`src/rtl/muldiv_unit_pkg.sv`:
```
// Shared definitions for the iterative multiply/divide unit: ALU op codes, FSM state codes,
// step count and op-class decode helpers.
package muldiv_unit_pkg;

  localparam int unsigned MD_STEPS = 32;

  localparam logic [1:0] MD_STATE_IDLE = 2'd0;
  localparam logic [1:0] MD_STATE_CALC = 2'd1;
  localparam logic [1:0] MD_STATE_FIX  = 2'd2;
  localparam logic [1:0] MD_STATE_DONE = 2'd3;

  localparam logic [5:0] ALU_OP_ADD  = 6'h00;
  localparam logic [5:0] ALU_OP_SUB  = 6'h01;
  localparam logic [5:0] ALU_OP_AND  = 6'h02;
  localparam logic [5:0] ALU_OP_OR   = 6'h03;
  localparam logic [5:0] ALU_OP_XOR  = 6'h04;
  localparam logic [5:0] ALU_OP_NOR  = 6'h05;
  localparam logic [5:0] ALU_OP_SLT  = 6'h06;
  localparam logic [5:0] ALU_OP_SLTU = 6'h07;
  localparam logic [5:0] ALU_OP_SLL  = 6'h08;
  localparam logic [5:0] ALU_OP_SRL  = 6'h09;
  localparam logic [5:0] ALU_OP_SRA  = 6'h0A;
  localparam logic [5:0] ALU_OP_LUI  = 6'h0B;
  localparam logic [5:0] ALU_OP_MUL  = 6'h10;
  localparam logic [5:0] ALU_OP_MULU = 6'h11;
  localparam logic [5:0] ALU_OP_MUH  = 6'h12;
  localparam logic [5:0] ALU_OP_MUHU = 6'h13;
  localparam logic [5:0] ALU_OP_DIV  = 6'h14;
  localparam logic [5:0] ALU_OP_DIVU = 6'h15;
  localparam logic [5:0] ALU_OP_MOD  = 6'h16;
  localparam logic [5:0] ALU_OP_MODU = 6'h17;

  typedef enum logic [1:0] {
    StIdle = MD_STATE_IDLE,
    StCalc = MD_STATE_CALC,
    StFix  = MD_STATE_FIX,
    StDone = MD_STATE_DONE
  } md_state_e;

  function automatic logic op_is_mul(input logic [5:0] op);
    return op inside {ALU_OP_MUL, ALU_OP_MULU, ALU_OP_MUH, ALU_OP_MUHU};
  endfunction

  function automatic logic op_is_div(input logic [5:0] op);
    return op inside {ALU_OP_DIV, ALU_OP_DIVU, ALU_OP_MOD, ALU_OP_MODU};
  endfunction

  function automatic logic op_is_signed(input logic [5:0] op);
    return op inside {ALU_OP_MUL, ALU_OP_MUH, ALU_OP_DIV, ALU_OP_MOD};
  endfunction

endpackage

```
`src/rtl/muldiv_unit_if.sv`:
```
// Request/response bundle between the EX stage and the multiply/divide unit.
interface muldiv_unit_if #(
  parameter int unsigned WIDTH = 32
);
  logic             start;
  logic             flush;
  logic [5:0]       alu_op;
  logic [WIDTH-1:0] a;
  logic [WIDTH-1:0] b;
  logic             busy;
  logic             done;
  logic [WIDTH-1:0] result;
  logic             illegal;

  modport master (
    output start, flush, alu_op, a, b,
    input  busy, done, result, illegal
  );

  modport slave (
    input  start, flush, alu_op, a, b,
    output busy, done, result, illegal
  );
endinterface

```
`src/rtl/muldiv_unit.sv`:
```
// Iterative radix-2 32-bit multiply/divide unit; multiply and divide share one 64-bit shift
// register (high half = accumulator/remainder, low half = multiplier/quotient).
module muldiv_unit
  import muldiv_unit_pkg::*;
#(
  parameter int unsigned WIDTH = 32
) (
  input logic          clk,
  input logic          rst_n,
  muldiv_unit_if.slave md
);

  md_state_e          state_q;
  logic [5:0]         count_q;
  logic [5:0]         op_q;
  logic               sign_a_q;
  logic               sign_b_q;
  logic [2*WIDTH-1:0] acc_q;
  logic [WIDTH-1:0]   opb_q;
  logic [WIDTH-1:0]   res_q;

  logic               op_signed;
  logic [WIDTH-1:0]   a_abs;
  logic [WIDTH-1:0]   b_abs;
  logic [WIDTH:0]     mul_sum;
  logic [WIDTH:0]     div_shift;
  logic               div_ge;
  logic [WIDTH-1:0]   div_rem;
  logic [2*WIDTH-1:0] step_acc;
  logic [2*WIDTH-1:0] prod;
  logic [WIDTH-1:0]   quo_s;
  logic [WIDTH-1:0]   rem_s;
  logic [WIDTH-1:0]   fix_val;

  always_comb begin
    op_signed = op_is_signed(md.alu_op);
    a_abs     = (op_signed && md.a[WIDTH-1]) ? -md.a : md.a;
    b_abs     = (op_signed && md.b[WIDTH-1]) ? -md.b : md.b;

    // Multiply: add multiplicand into the high half, then shift the whole register right.
    mul_sum   = {1'b0, acc_q[2*WIDTH-1:WIDTH]} + (acc_q[0] ? {1'b0, opb_q} : '0);
    // Divide: shift remainder left pulling in the next dividend bit (guard bit on top).
    div_shift = acc_q[2*WIDTH-1:WIDTH-1];
    div_ge    = div_shift >= {1'b0, opb_q};
    div_rem   = div_shift[WIDTH-1:0] - opb_q;

    if (op_is_div(op_q)) begin
      step_acc = {(div_ge ? div_rem : div_shift[WIDTH-1:0]), acc_q[WIDTH-2:0], div_ge};
    end else begin
      step_acc = {mul_sum, acc_q[WIDTH-1:1]};
    end

    prod  = (sign_a_q ^ sign_b_q) ? -acc_q : acc_q;
    quo_s = (sign_a_q ^ sign_b_q) ? -acc_q[WIDTH-1:0] : acc_q[WIDTH-1:0];
    // Remainder follows the dividend's sign; with b==0 this restores the original a.
    rem_s = sign_a_q ? -acc_q[2*WIDTH-1:WIDTH] : acc_q[2*WIDTH-1:WIDTH];

    case (op_q)
      ALU_OP_MUL, ALU_OP_MULU: fix_val = prod[WIDTH-1:0];
      ALU_OP_MUH, ALU_OP_MUHU: fix_val = prod[2*WIDTH-1:WIDTH];
      ALU_OP_DIV, ALU_OP_DIVU: fix_val = (opb_q == '0) ? '1 : quo_s;
      ALU_OP_MOD, ALU_OP_MODU: fix_val = rem_s;
      default:                 fix_val = '0;
    endcase
  end

  always_ff @(posedge clk or negedge rst_n) begin
    if (!rst_n) begin
      state_q    <= StIdle;
      count_q    <= '0;
      op_q       <= '0;
      sign_a_q   <= 1'b0;
      sign_b_q   <= 1'b0;
      acc_q      <= '0;
      opb_q      <= '0;
      res_q      <= '0;
      md.busy    <= 1'b0;
      md.done    <= 1'b0;
      md.illegal <= 1'b0;
      md.result  <= '0;
    end else begin
      md.busy    <= (state_q != StIdle);
      md.done    <= 1'b0;
      md.illegal <= 1'b0;
      if (md.flush) begin
        state_q <= StIdle;
        count_q <= '0;
      end else begin
        unique case (state_q)
          StIdle: begin
            if (md.start) begin
              op_q     <= md.alu_op;
              sign_a_q <= op_signed & md.a[WIDTH-1];
              sign_b_q <= op_signed & md.b[WIDTH-1];
              acc_q    <= {{WIDTH{1'b0}}, a_abs};
              opb_q    <= b_abs;
              count_q  <= '0;
              state_q  <= StCalc;
            end
          end
          StCalc: begin
            acc_q   <= step_acc;
            count_q <= count_q + 6'd1;
            if (count_q == 6'(MD_STEPS - 1)) begin
              state_q <= StFix;
            end
          end
          StFix: begin
            res_q   <= fix_val;
            state_q <= StDone;
          end
          StDone: begin
            md.result  <= res_q;
            md.done    <= 1'b1;
            md.illegal <= ~(op_is_mul(op_q) | op_is_div(op_q));
            state_q    <= StIdle;
          end
        endcase
      end
    end
  end

endmodule
```
`src/flat_wrapper.sv`:
```
// flat-port wrapper written by rule: the top's interface ports become plain ports
module muldiv_unit_flat import muldiv_unit_pkg::*;
#(
  parameter int unsigned WIDTH = 32
)
  (clk, rst_n, md_start, md_flush, md_alu_op, md_a, md_b, md_busy, md_done, md_result, md_illegal);
  muldiv_unit_if #(.WIDTH(WIDTH)) md_i ();
  input logic clk;
  input logic rst_n;
  input wire logic [$bits(md_i.start)-1:0] md_start;
  input wire logic [$bits(md_i.flush)-1:0] md_flush;
  input wire logic [$bits(md_i.alu_op)-1:0] md_alu_op;
  input wire logic [$bits(md_i.a)-1:0] md_a;
  input wire logic [$bits(md_i.b)-1:0] md_b;
  output wire logic [$bits(md_i.busy)-1:0] md_busy;
  output wire logic [$bits(md_i.done)-1:0] md_done;
  output wire logic [$bits(md_i.result)-1:0] md_result;
  output wire logic [$bits(md_i.illegal)-1:0] md_illegal;
  assign md_i.start = md_start;
  assign md_i.flush = md_flush;
  assign md_i.alu_op = md_alu_op;
  assign md_i.a = md_a;
  assign md_i.b = md_b;
  assign md_busy = md_i.busy;
  assign md_done = md_i.done;
  assign md_result = md_i.result;
  assign md_illegal = md_i.illegal;
  muldiv_unit #(.WIDTH(WIDTH)) u_core (.clk(clk), .rst_n(rst_n), .md(md_i));
endmodule
```
`config.mk`:
```
export PLATFORM = sky130hd
export DESIGN_NAME = muldiv_unit_flat
export DESIGN_NICKNAME = d
export VERILOG_FILES = /design/src/rtl/muldiv_unit_pkg.sv /design/src/rtl/muldiv_unit_if.sv /design/src/rtl/muldiv_unit.sv /design/src/flat_wrapper.sv
export SDC_FILE = /design/constraint.sdc
export NUM_CORES = 1
export LEC_CHECK = 0
export CORE_AREA = 10 10 229 187
export DETAILED_ROUTE_END_ITERATION = 16
export DIE_AREA = 0 0 239 197
export SYNTH_ARGS = -nofsm -noshare
export SYNTH_HDL_FRONTEND = slang
export SYNTH_SLANG_ARGS = --single-unit
```
`constraint.sdc`:
```
create_clock -name clk -period 3.1 [get_ports clk]
set_input_delay 0.62 -clock clk [delete_from_list [all_inputs] [get_ports clk]]
set_output_delay 0.62 -clock clk [all_outputs]
set_load 0.005 [all_outputs]
```
==> impl_results.md <==
- Via count: 15696
- Yosys Warn Count: 0
- Total Wirelength: 53.3 mm
- Slowest CP cell: dfrtp_1
- FF+latch area: 0.00446 mm^2
- Worst setup EP type: register
- Max_slew headroom: 49.2%
- DP Wirelength: 41.1 mm
- Number of max-cap violations: 0
- GRT met3 Usage: 5.40%
- Crit-path cells: inv_1 -> buf_4 -> ha_1 -> nand4_1 -> o21ai_0 -> a31oi_1 -> buf_4 -> nand2_1 -> a21o_1 -> a211o_1 -> a21oi_2 -> xor2_1 -> o211ai_1 -> a32o_1
- # clock sinks: 178
- RSZ-0062 raised after global routing: true
- Slew @ Worst Pin: 0.760 ns
- Critical Path Sink: u_core.acc_q[53]
- CP Depth: 14
- F_max: 326 MHz
- #FFs+latches synth: 178
- Final hold vios: 0
- Required time of the critical path: 3.46 ns
- Initial antenna violation count: 4
- Mapped Area: 0.0151 mm^2
- Largest net degree at the start of global routing: 82
- Finished Cell Area: 0.0202 mm^2
- Final setup viols: 0
- GRT Total Usage: 22.1%
- Syn Nets: 2112
- Pwr/cell area: 1070 mW/mm^2
- Detailed-router iteration count before antenna repair: 5
- Initial Util: 39.8%
- Multi-input gate area: 0.0105 mm^2
- Placed insts: 2745
- Distinct cells, synth: 74
- Dpl ws: -0.287 ns
- Post-synthesis sequential area ratio: 29.4%
- Buffers added on ports: 108
- Ys async rst share: 100%
- M2 GR Usage: 34.9%
- Largest delay share family, worst path: compound AO/OA/AOI/OAI gates
- Crit path DAT: 3.43 ns
- Reg-to-reg slack, setup: 0.03 ns
- Max clock buf depth: 2
- DRC: 0
- Reg2Reg Depth: 14
- Most common cell in the netlist: nand2_1
- Clock transition at the registers of the reported paths: 0.08 ns
- IO Pins: 109
- Fillers: 3583
- Grt ovf: 0
- M1 GR Usage: 29.5%
- Max FO, Critical Path: 2
- RR Endpoint: u_core.acc_q[53]
- CTS tree: built
- Clk_lat worst skew: 0.47 ns
- Most used cell, CP: buf_4
- Peak supply drop: 0.513 mV
- H-Tree Depth: 4
- Primary FF master, synth: dfrtp_1
- Worst Setup SP: u_core.opb_q[7]
- Layer with the highest usage: met2
- # nets final: 2442
- Status: complete, no violations
- Tcrit/Tclk final: 98.9%
- Worst hold path type: in -> async
- Core area: 0.0380 mm^2
- Synth cell count leaders: 257 x nand2_1, 211 x o21ai_0, 178 x dfrtp_1
- Placed Area: 0.0188 mm^2
- Area leader, netlist: dfrtp_1
- Area of the die: 0.0471 mm^2
- Total CTS buffers: 17
- Share of post-route cells with drive strength above 1: 22.7%
- Post-synth EDFFs: 0
- Area growth syn-to-layout: 33.6%
- Cells after Synth: 1963
- CP Class: reg -> reg
- PnR worst setup slack: 0.0340 ns
- Average size of a mapped cell: 7.71 um^2
- Gp weighted congestion: 0.950
- Height of the die: 197 um
- Vias/cell: 5.60
- Startpoint types: register
- Row count: 64
- Clk root buf: clkbuf_16
- Worst clock skew: 0.0166 ns
- Max-slew violation count: 0
- Leakage: 0.00899 uW
- FF-to-FF Start: u_core.opb_q[7]
- Global-route wire length before repair: 83.1 mm
- Post-DR wirelength/cell: 19.0 um
- Util after Layout: 53.2%
- DR iter-0 viols: 1362
- Routed Antenna Nets: 0
- Vias in the first global route: 15185
- CP Buf/Inv Count: 3
- Die W: 239 um
- Finished Layout Cells: 2803
- Total power: 21600 uW
- # hold bufs at CTS: 0
- Top cells by area, synth: dfrtp_1 29%, o21ai_0 7.0%, nand2_1 6.4%, xnor2_1 6.1%, ha_1 6.0%
- Max incr delay on CP: 0.35 ns
- Tmin final: 3.07 ns
- Yosys top cell area share: 29.4%
[per-stage QoR]
stage / TNS (ns) / hold slack (ns)
floorplan: -0.00582 / 0.324
global placement: -2.37 / 0.465
detailed placement: -4.42 / 0.473
CTS: -0.00547 / 0.0722
global route: -0.709 / 0.0889
finish: 0 / 0.0760
[layout by cell type, fill, tap and decap left out, types with 23 or more instances in the layout]
cell type / Yosys / final
a21oi_1: 160 / 144
o31ai_1: 26 / 23
nor3_1: 32 / 31
mux2_2: 38 / 38
buf_4: 0 / 318
o21ai_0: 211 / 192
xor2_1: 96 / 94
dfrtp_1: 178 / 175
inv_1: 69 / 64
nand3_1: 55 / 54
ha_1: 73 / 60
a21o_1: 34 / 33
xnor2_1: 105 / 103
nand2_1: 257 / 257
clkdlybuf4s50_1: 0 / 107
nor2_1: 173 / 164
[power by group]
part	total (uW)	leakage, uW	internal, uW	switching (uW)
Combinational	15100	0.00639	6830	8300
Sequential	4080	0.00230	3240	848
Clock	2340	0.000299	1230	1110
Total	21600	0.00899	11300	10300
[layer usage]
layer / wire, um / up-vias
li1: - / 7626
met1: 24100 / 7511
met2: 24000 / 482
met3: 3960 / 73
met4: 1120 / 4
met5: 31 / -
[timing repair]
| item | in CTS | in global routing |
|---|---|---|
| gates resized for setup | 27 | 111 |
| endpoints found under the setup margin | 26 | 50 |
| buffers inserted | 7 | 17 |
| pin swaps | 9 | 67 |
[layout make-up]
class | count | area share (%)
multi-input cells | 1583 | 52.0
flip-flops and latches | 178 | 22.1
repair buffers | 443 | 18.5
well taps | 495 | 3.06
clock buffers | 17 | 2.10
inverters | 70 | 1.30
clock inverters | 15 | 0.941
diodes | 2 | 0.0248
[how the worst min path moves through the flow]
| stage | cells after the start | start | to | slack [ns] |
|---|---|---|---|---|
| 3_5_place_dp | 2 | u_core.res_q[12] | u_core.res_q[12] | 0.47 |
| 2_1_floorplan | 0 | rst_n | u_core.acc_q[0] | 0.32 |
| 6_report | 1 | rst_n | u_core.md.done | 0.08 |
| 3_3_place_gp | 2 | u_core.res_q[2] | u_core.res_q[2] | 0.47 |
| 5_1_grt | 1 | rst_n | u_core.md.done | 0.09 |
| 4_1_cts | 1 | rst_n | u_core.md.done | 0.07 |
[registers in the layout, indices dropped and copies added (netlist names)]
signal / cells
u_core.acc_q: 64
u_core.count_q: 6
u_core.md.busy: 1
u_core.md.done: 1
u_core.md.illegal: 1
u_core.md.result: 32
u_core.op_q: 5
u_core.opb_q: 32
u_core.res_q: 32
u_core.sign_a_q: 1
u_core.sign_b_q: 1
u_core.state_q: 2
[worst register-to-register path, stage by stage (launching register included)]
cell	delay (ns)
dfrtp_1	0.35
inv_1	0.07
buf_4	0.14
ha_1	0.30
nand4_1	0.13
o21ai_0	0.10
a31oi_1	0.28
buf_4	0.18
nand2_1	0.07
a21o_1	0.20
a211o_1	0.31
a21oi_2	0.15
xor2_1	0.27
o211ai_1	0.13
a32o_1	0.26
[cell families after synthesis]
kind of cell    synth area share [%]
mux                             3.49
xor+xnor                        11.6
fa+ha+maj                       6.30
compound gates                  23.7
simple gates                    20.2
buf+inv                         5.19
flops                           29.4
Note: power is estimated with default switching activity, not from simulation.
